==> src/rtl/ps2_device_tx.sv <==
// PS/2 device-side transmitter: buffers scan-code bytes in a FIFO and sends 11-bit frames on open-collector enables.
// Define PS2_INHIBIT_EN to honour host clock inhibit (abort + retransmit); otherwise ps2_clk_in is ignored.
//
// state     | meaning
// S_IDLE    | enables released, waiting for a queued byte (and, with inhibit, a high clock)
// S_HIGH    | clock released, current bit presented on the data enable
// S_LOW     | clock driven low, data held
// S_GAP     | enables released, inter-frame spacing
// S_INHIBIT | frame abandoned, waiting for the host to release the clock for GAP cycles
module ps2_device_tx #(
  parameter int DEPTH    = 8,
  parameter int CLK_HALF = 2500,
  parameter int GAP      = 5000
) (
  input  logic                   CLOCK_50,
  input  logic                   Resetn,
  input  logic                   key_action,
  input  logic [7:0]             scan_code,
  input  logic                   ps2_clk_in,
  output logic                   ps2_clk_oe,
  output logic                   ps2_dat_oe,
  output logic                   ready,
  output logic [$clog2(DEPTH):0] fifo_count,
  output logic                   overflow,
  output logic                   frame_done,
  output logic                   aborted
);

  localparam int AW   = $clog2(DEPTH);
  localparam int CW   = AW + 1;
  localparam int TMAX = (CLK_HALF > GAP) ? CLK_HALF : GAP;
  localparam int TW   = $clog2(TMAX + 1);
  localparam logic [TW-1:0] HALF_LOAD = TW'(CLK_HALF - 1);
  localparam logic [TW-1:0] GAP_LOAD  = TW'(GAP - 1);
  localparam logic [CW-1:0] FULL      = CW'(DEPTH);

  typedef enum logic [2:0] {
    S_IDLE,
    S_HIGH,
    S_LOW,
    S_GAP,
    S_INHIBIT
  } state_t;

  state_t        state;
  logic [TW-1:0] timer;
  logic [3:0]    bit_idx;

  logic [7:0]    mem [DEPTH];
  logic [AW-1:0] wr_ptr;
  logic [AW-1:0] rd_ptr;
  logic [CW-1:0] count;
  logic [7:0]    head;
  logic          push;
  logic          pop;
  logic          done_now;
  logic          clk_sync;
  logic          start_ok;
  logic          inhibit_now;

  function automatic logic frame_bit(input logic [7:0] b, input logic [3:0] idx);
    logic v;
    v = 1'b1;
    case (idx)
      4'd0:    v = 1'b0;
      4'd9:    v = ~(^b);
      4'd10:   v = 1'b1;
      default: v = b[3'(idx - 4'd1)];
    endcase
    return v;
  endfunction

  assign ready      = (count != FULL);
  assign fifo_count = count;
  assign push       = key_action & ready;
  assign head       = mem[rd_ptr];
  assign done_now   = (state == S_LOW) && (timer == '0) && (bit_idx == 4'd10);
  assign pop        = done_now;

`ifdef PS2_INHIBIT_EN
  logic [1:0] clk_meta;

  always_ff @(posedge CLOCK_50 or negedge Resetn) begin
    if (!Resetn) clk_meta <= 2'b11;
    else         clk_meta <= {clk_meta[0], ps2_clk_in};
  end

  assign clk_sync    = clk_meta[1];
  assign start_ok    = clk_sync;
  assign inhibit_now = (bit_idx <= 4'd9) & ~clk_sync;
`else
  logic unused_clk_in;

  assign unused_clk_in = ps2_clk_in;
  assign clk_sync      = 1'b1;
  assign start_ok      = 1'b1;
  assign inhibit_now   = 1'b0;
`endif

  // Storage carries no reset; validity is tracked by count and the pointers.
  always_ff @(posedge CLOCK_50) begin
    if (push) mem[wr_ptr] <= scan_code;
  end

  always_ff @(posedge CLOCK_50 or negedge Resetn) begin
    if (!Resetn) begin
      wr_ptr   <= '0;
      rd_ptr   <= '0;
      count    <= '0;
      overflow <= 1'b0;
    end else begin
      if (push) wr_ptr <= wr_ptr + AW'(1);
      if (pop)  rd_ptr <= rd_ptr + AW'(1);
      if (key_action && !ready) overflow <= 1'b1;
      case ({push, pop})
        2'b10:   count <= count + CW'(1);
        2'b01:   count <= count - CW'(1);
        default: count <= count;
      endcase
    end
  end

  always_ff @(posedge CLOCK_50 or negedge Resetn) begin
    if (!Resetn) begin
      state      <= S_IDLE;
      timer      <= '0;
      bit_idx    <= '0;
      ps2_clk_oe <= 1'b0;
      ps2_dat_oe <= 1'b0;
      frame_done <= 1'b0;
      aborted    <= 1'b0;
    end else begin
      frame_done <= 1'b0;
      aborted    <= 1'b0;
      case (state)
        S_IDLE: begin
          ps2_clk_oe <= 1'b0;
          ps2_dat_oe <= 1'b0;
          if ((count != '0) && start_ok) begin
            bit_idx    <= 4'd0;
            timer      <= HALF_LOAD;
            ps2_dat_oe <= ~frame_bit(head, 4'd0);
            state      <= S_HIGH;
          end
        end
        S_HIGH: begin
          if (timer == '0) begin
            if (inhibit_now) begin
              aborted    <= 1'b1;
              ps2_clk_oe <= 1'b0;
              ps2_dat_oe <= 1'b0;
              timer      <= GAP_LOAD;
              state      <= S_INHIBIT;
            end else begin
              ps2_clk_oe <= 1'b1;
              timer      <= HALF_LOAD;
              state      <= S_LOW;
            end
          end else begin
            timer <= timer - TW'(1);
          end
        end
        S_LOW: begin
          if (timer == '0) begin
            if (bit_idx < 4'd10) begin
              bit_idx    <= bit_idx + 4'd1;
              ps2_clk_oe <= 1'b0;
              ps2_dat_oe <= ~frame_bit(head, bit_idx + 4'd1);
              timer      <= HALF_LOAD;
              state      <= S_HIGH;
            end else begin
              frame_done <= 1'b1;
              ps2_clk_oe <= 1'b0;
              ps2_dat_oe <= 1'b0;
              timer      <= GAP_LOAD;
              state      <= S_GAP;
            end
          end else begin
            timer <= timer - TW'(1);
          end
        end
        S_GAP: begin
          ps2_clk_oe <= 1'b0;
          ps2_dat_oe <= 1'b0;
          if (timer == '0) state <= S_IDLE;
          else             timer <= timer - TW'(1);
        end
        S_INHIBIT: begin
          ps2_clk_oe <= 1'b0;
          ps2_dat_oe <= 1'b0;
          // Any low sample restarts the release window.
          if (!clk_sync)          timer <= GAP_LOAD;
          else if (timer == '0)   state <= S_IDLE;
          else                    timer <= timer - TW'(1);
        end
        default: begin
          ps2_clk_oe <= 1'b0;
          ps2_dat_oe <= 1'b0;
          state      <= S_IDLE;
        end
      endcase
    end
  end

endmodule

==> config.mk <==
export PLATFORM = sky130hd
export DESIGN_NAME = ps2_device_tx
export DESIGN_NICKNAME = d
export VERILOG_FILES = /design/src/rtl/ps2_device_tx.sv
export SDC_FILE = /design/constraint.sdc
export NUM_CORES = 1
export LEC_CHECK = 0
export CAP_MARGIN = 5
export CORE_MARGIN = 2
export CORE_UTILIZATION = 45
export CTS_CLUSTER_DIAMETER = 200
export DETAILED_ROUTE_END_ITERATION = 10
export GPL_TIMING_DRIVEN = 0
export PLACE_DENSITY_LB_ADDON = 0.15
export SETUP_SLACK_MARGIN = 0.02
export SYNTH_ARGS = -nofsm -noshare
export SYNTH_HDL_FRONTEND = slang
export SYNTH_SLANG_ARGS = --single-unit
export TNS_END_PERCENT = 50
==> constraint.sdc <==
create_clock -name CLOCK_50 -period 7.9 [get_ports CLOCK_50]
set_input_delay 1.975 -clock CLOCK_50 [delete_from_list [all_inputs] [get_ports CLOCK_50]]
set_output_delay 1.975 -clock CLOCK_50 [all_outputs]
set_load 0.005 [all_outputs]
==> results.toml <==
[drt]
finalWirelength_um = 9206
antenna_left = 0
route.detailed.drc = 0
drt_first_pass_iters = 4
detail_route.vias_per_cell = 5.424
wl_per_cell_um = 17.27
drt_iter0_drc = 127
dr_total_vias = 2891

[cells_and_area]
layout-drive-gt1-share_pct = 11.84
ff_latch_area_sq_um = 2748
nets = 415
multi_input_comb_area_sq_um = 1834
num-fill-cells = 878
areaGrowthSynthToFinish_pct = 11.58
final_cell_area_sq_um = 5220
antenna_cells = 0

[sta]
hold_viol = 0
fin_setup_tns_ns = 0
worst_slew_margin_rel_pct = 35.23
timing.final.crit_period_ns = 3.801
tightest_slew_ns = 0.9679
rsz0062_at_grt = "no"
final_max_slew_viol_count = 0
timing.final.crit_share_pct = 48.11
fmax_mhz = 263.1
setup_viol_count_final = 0
fin_skew_ns = 0.01191

[power_and_ir_drop]
ir_drop_mv = 0.1477
power.leakage_uw = 0.001871
seqPwrFrac_pct = 54.3
power.switching_uw = 402.0
combPwrFrac_pct = 22.7
intPower_uw = 902.3
power.density_nw_per_um2 = 249.9
netSwitchingFraction_pct = 30.82
clkPwrFrac_pct = 23.0

[placement]
dpl.hpwl_um = 6292
gp_congestion = 0.7785
placed_cell_area_sq_um = 5044
io_buffer_count = 19

[worst_setup_path]
timing.rr.start = "timer[0]$_DFFE_PN0P_"
crit_fanout = 8
r2r_setup_slack_ns = 4.67
reg2reg_to = "fifo_count[2]$_DFFE_PN0P_"
required_ns = 7.90
start_kind = "input port"
worstRegToRegCells = 14
crit_type = "input port to flip-flop"
arrival_ns = 3.80
endpoint_kind = "flip-flop"

[clock_network]
clock_path_buffers = 2
clkLatencyLatePin_ns = 0.38
cts_resized = 0
clk_pin_slew_ns = 0.10
cts_setup_buffers = 0
cts_buffers = 9
holdBufCountCts = 0
root_buffer = "clkbuf_8"
cts.sinks = 97
cts_max_level = 3
tritoncts = "done"

[grt]
overflow = 0
grt_pass1_vias = 2869
grt_max_degree = 34
grt_pass1_wl_um = 14940
grt_antenna_before_repair = 0
grt_use_total_pct = 17.77

[synth]
netlist_instances = 361
synth_area_leader_cell = "edfxtp_1"
synth_fp_nets = 384
synthAdderAreaFrac_pct = 2.942
synth-compound-area-share_pct = 8.558
synthXorXnorAreaFrac_pct = 5.349
synth_edf_count = 64
yosysSeqAreaShare_pct = 58.73
avgSynthCellArea_sq_um = 12.96
synth_top_family_by_area = "simple AND/OR/NAND/NOR gates"
muxShareOfSynthArea_pct = 10.27
ys_async_sr_fraction_pct = 34.02
ys_top_cells_by_area = "edfxtp_1 41%, dfrtp_1 18%, mux4_2 3.4%, ha_1 2.9%, xnor2_1 2.8%"
ys_seq_elements = 97
synth_top_area_share_pct = 41.08
ys_types = 61
syn_area_sq_um = 4678
yosys_warnings = 0
synth-simple-area-share_pct = 11.90
synthFlopType = "edfxtp_1"

[min_path]
worstHoldStart = "overflow$_DFFE_PN0P_"
hold_class = "flip-flop to flip-flop"
hold_end = "overflow$_DFFE_PN0P_"
worstHoldPathCells = 1

[floorplan]
die_y_um = 106.0
io_pins = 22
initial_core_util_pct = 45.73
core_region_area_sq_um = 10230
die-width_um = 106.0
row_count = 37
die-area_sq_um = 11230

[job]
cap_viol_max_count = 0

[status]
status = "finished, final reports clean"
[logic make-up (layout without fill, tap and decap cells)]
group / after synthesis / in the layout
xor+xnor: 27 / 27
mux: 30 / 30
fa+ha+maj: 11 / 11
compound gates: 62 / 62
flops: 97 / 97
simple gates: 110 / 110
buf+inv: 23 / 59
other cells: 1 / 1
[flip-flops by register name, indices dropped and copies added (netlist names), 2 cells and up]
signal / count
state: 2
fifo_count: 4
timer: 13
mem: 64
bit_idx: 4
rd_ptr: 3
wr_ptr: 3
[critical path, cell delays in order]
cell	delay (ns)
clkdlybuf4s50_1	0.53
nand2_1	0.16
or2_2	0.37
nor2_1	0.76
[routing by layer]
metal	wire length, um	vias up	global-route usage (%)	part of all wire (%)
li1	-	1413	-	-
met1	4139	1426	21.55	45
met2	4635	39	30.46	50
met3	296	13	4.782	3.2
met4	134	0	6.579	1.5
met5	0	-	0	0
[through the flow]
| step | instances | setup slack [ns] | utilization [%] | total power (uW) | hold slack (ns) |
|---|---|---|---|---|---|
| finish | 533 | 4.099 | 51.02 | 1304 | 0.4829 |
| floorplan | 361 | 4.514 | - | 902.4 | 0.4584 |
| global placement | 516 | 3.307 | 49.25 | 1004 | 0.4538 |
| CTS | 533 | 4.094 | 51.02 | 1319 | 0.4872 |
| global route | 533 | 4.011 | 51.02 | 1376 | 0.5022 |
| detailed placement | 517 | 3.675 | 49.30 | 1017 | 0.4653 |
[power by group through the flow]
| stage | logic (uW) | registers [uW] | clock network [uW] |
|---|---|---|---|
| CTS | 300 | 708 | 310 |
| floorplan | 199 | 704 | 0 |
| finish | 295 | 709 | 300 |
| detailed placement | 298 | 719 | 0 |
| global placement | 289 | 715 | 0 |
| global route | 327 | 721 | 329 |
[synthesized netlist by cell type (2+ instances only)]
cell type / number
edfxtp_1: 64
dfrtp_1: 33
nor2_1: 33
nand2_1: 21
xnor2_1: 15
a21oi_1: 14
nor3_1: 13
o21ai_0: 12
ha_1: 11
nand2b_1: 11
xor2_1: 11
clkbuf_1: 8
inv_1: 8
mux2_2: 8
a211oi_1: 7
mux2_1: 7
mux4_2: 7
o21ai_1: 5
or3_1: 5
nand3_1: 4
o22ai_1: 4
or2_2: 4
buf_2: 3
mux2i_1: 3
mux4_1: 3
nor2b_1: 3
nor4_1: 3
a211o_1: 2
a31oi_1: 2
mux2i_4: 2
nor3b_1: 2
o211ai_1: 2
o311ai_0: 2
or4_1: 2
[final cells by class]
| class | count | share of cell area [%] |
|---|---|---|
| Sequential cell | 97 | 52.64 |
| Multi-Input combinational cell | 241 | 35.14 |
| Timing Repair Buffer | 20 | 3.643 |
| Tap cell | 136 | 3.260 |
| Clock buffer | 10 | 2.445 |
| Buffer | 14 | 1.294 |
| Clock inverter | 6 | 0.9348 |
| Inverter | 9 | 0.6472 |
[how the worst max path moves through the flow]
stage / start / end / slack [ns] / depth (start not counted)
after floorplan: key_action / mem[0][0]$_DFFE_PP_ / 4.51 / 3
after global placement: key_action / mem[0][4]$_DFFE_PP_ / 3.31 / 4
after detailed placement: key_action / mem[4][6]$_DFFE_PP_ / 3.68 / 4
after CTS: key_action / mem[4][5]$_DFFE_PP_ / 4.09 / 4
after global routing: fifo_count[1]$_DFFE_PN0P_ / ready / 4.01 / 3
final: key_action / mem[4][3]$_DFFE_PP_ / 4.10 / 4
[cells in the final DEF (no fill, tap or decap), types with 4 or more instances in the layout]
master,synthesis,layout
dfrtp_1,33,33
inv_1,8,8
mux2_1,7,7
nand2b_1,11,11
nor3_1,13,12
xnor2_1,15,15
mux4_2,7,7
o21ai_0,12,12
clkdlybuf4s50_1,0,18
buf_2,3,5
nand2_1,21,21
o22ai_1,4,4
clkbuf_8,0,9
ha_1,11,11
a211oi_1,7,7
mux2_2,8,8
nor2_1,33,33
or3_1,5,5
o21ai_1,5,5
clkbuf_1,8,9
a21oi_1,14,14
nand3_1,4,4
or2_2,4,4
edfxtp_1,64,64
xor2_1,11,11
No activity file was read; power rests on OpenSTA's default activity.
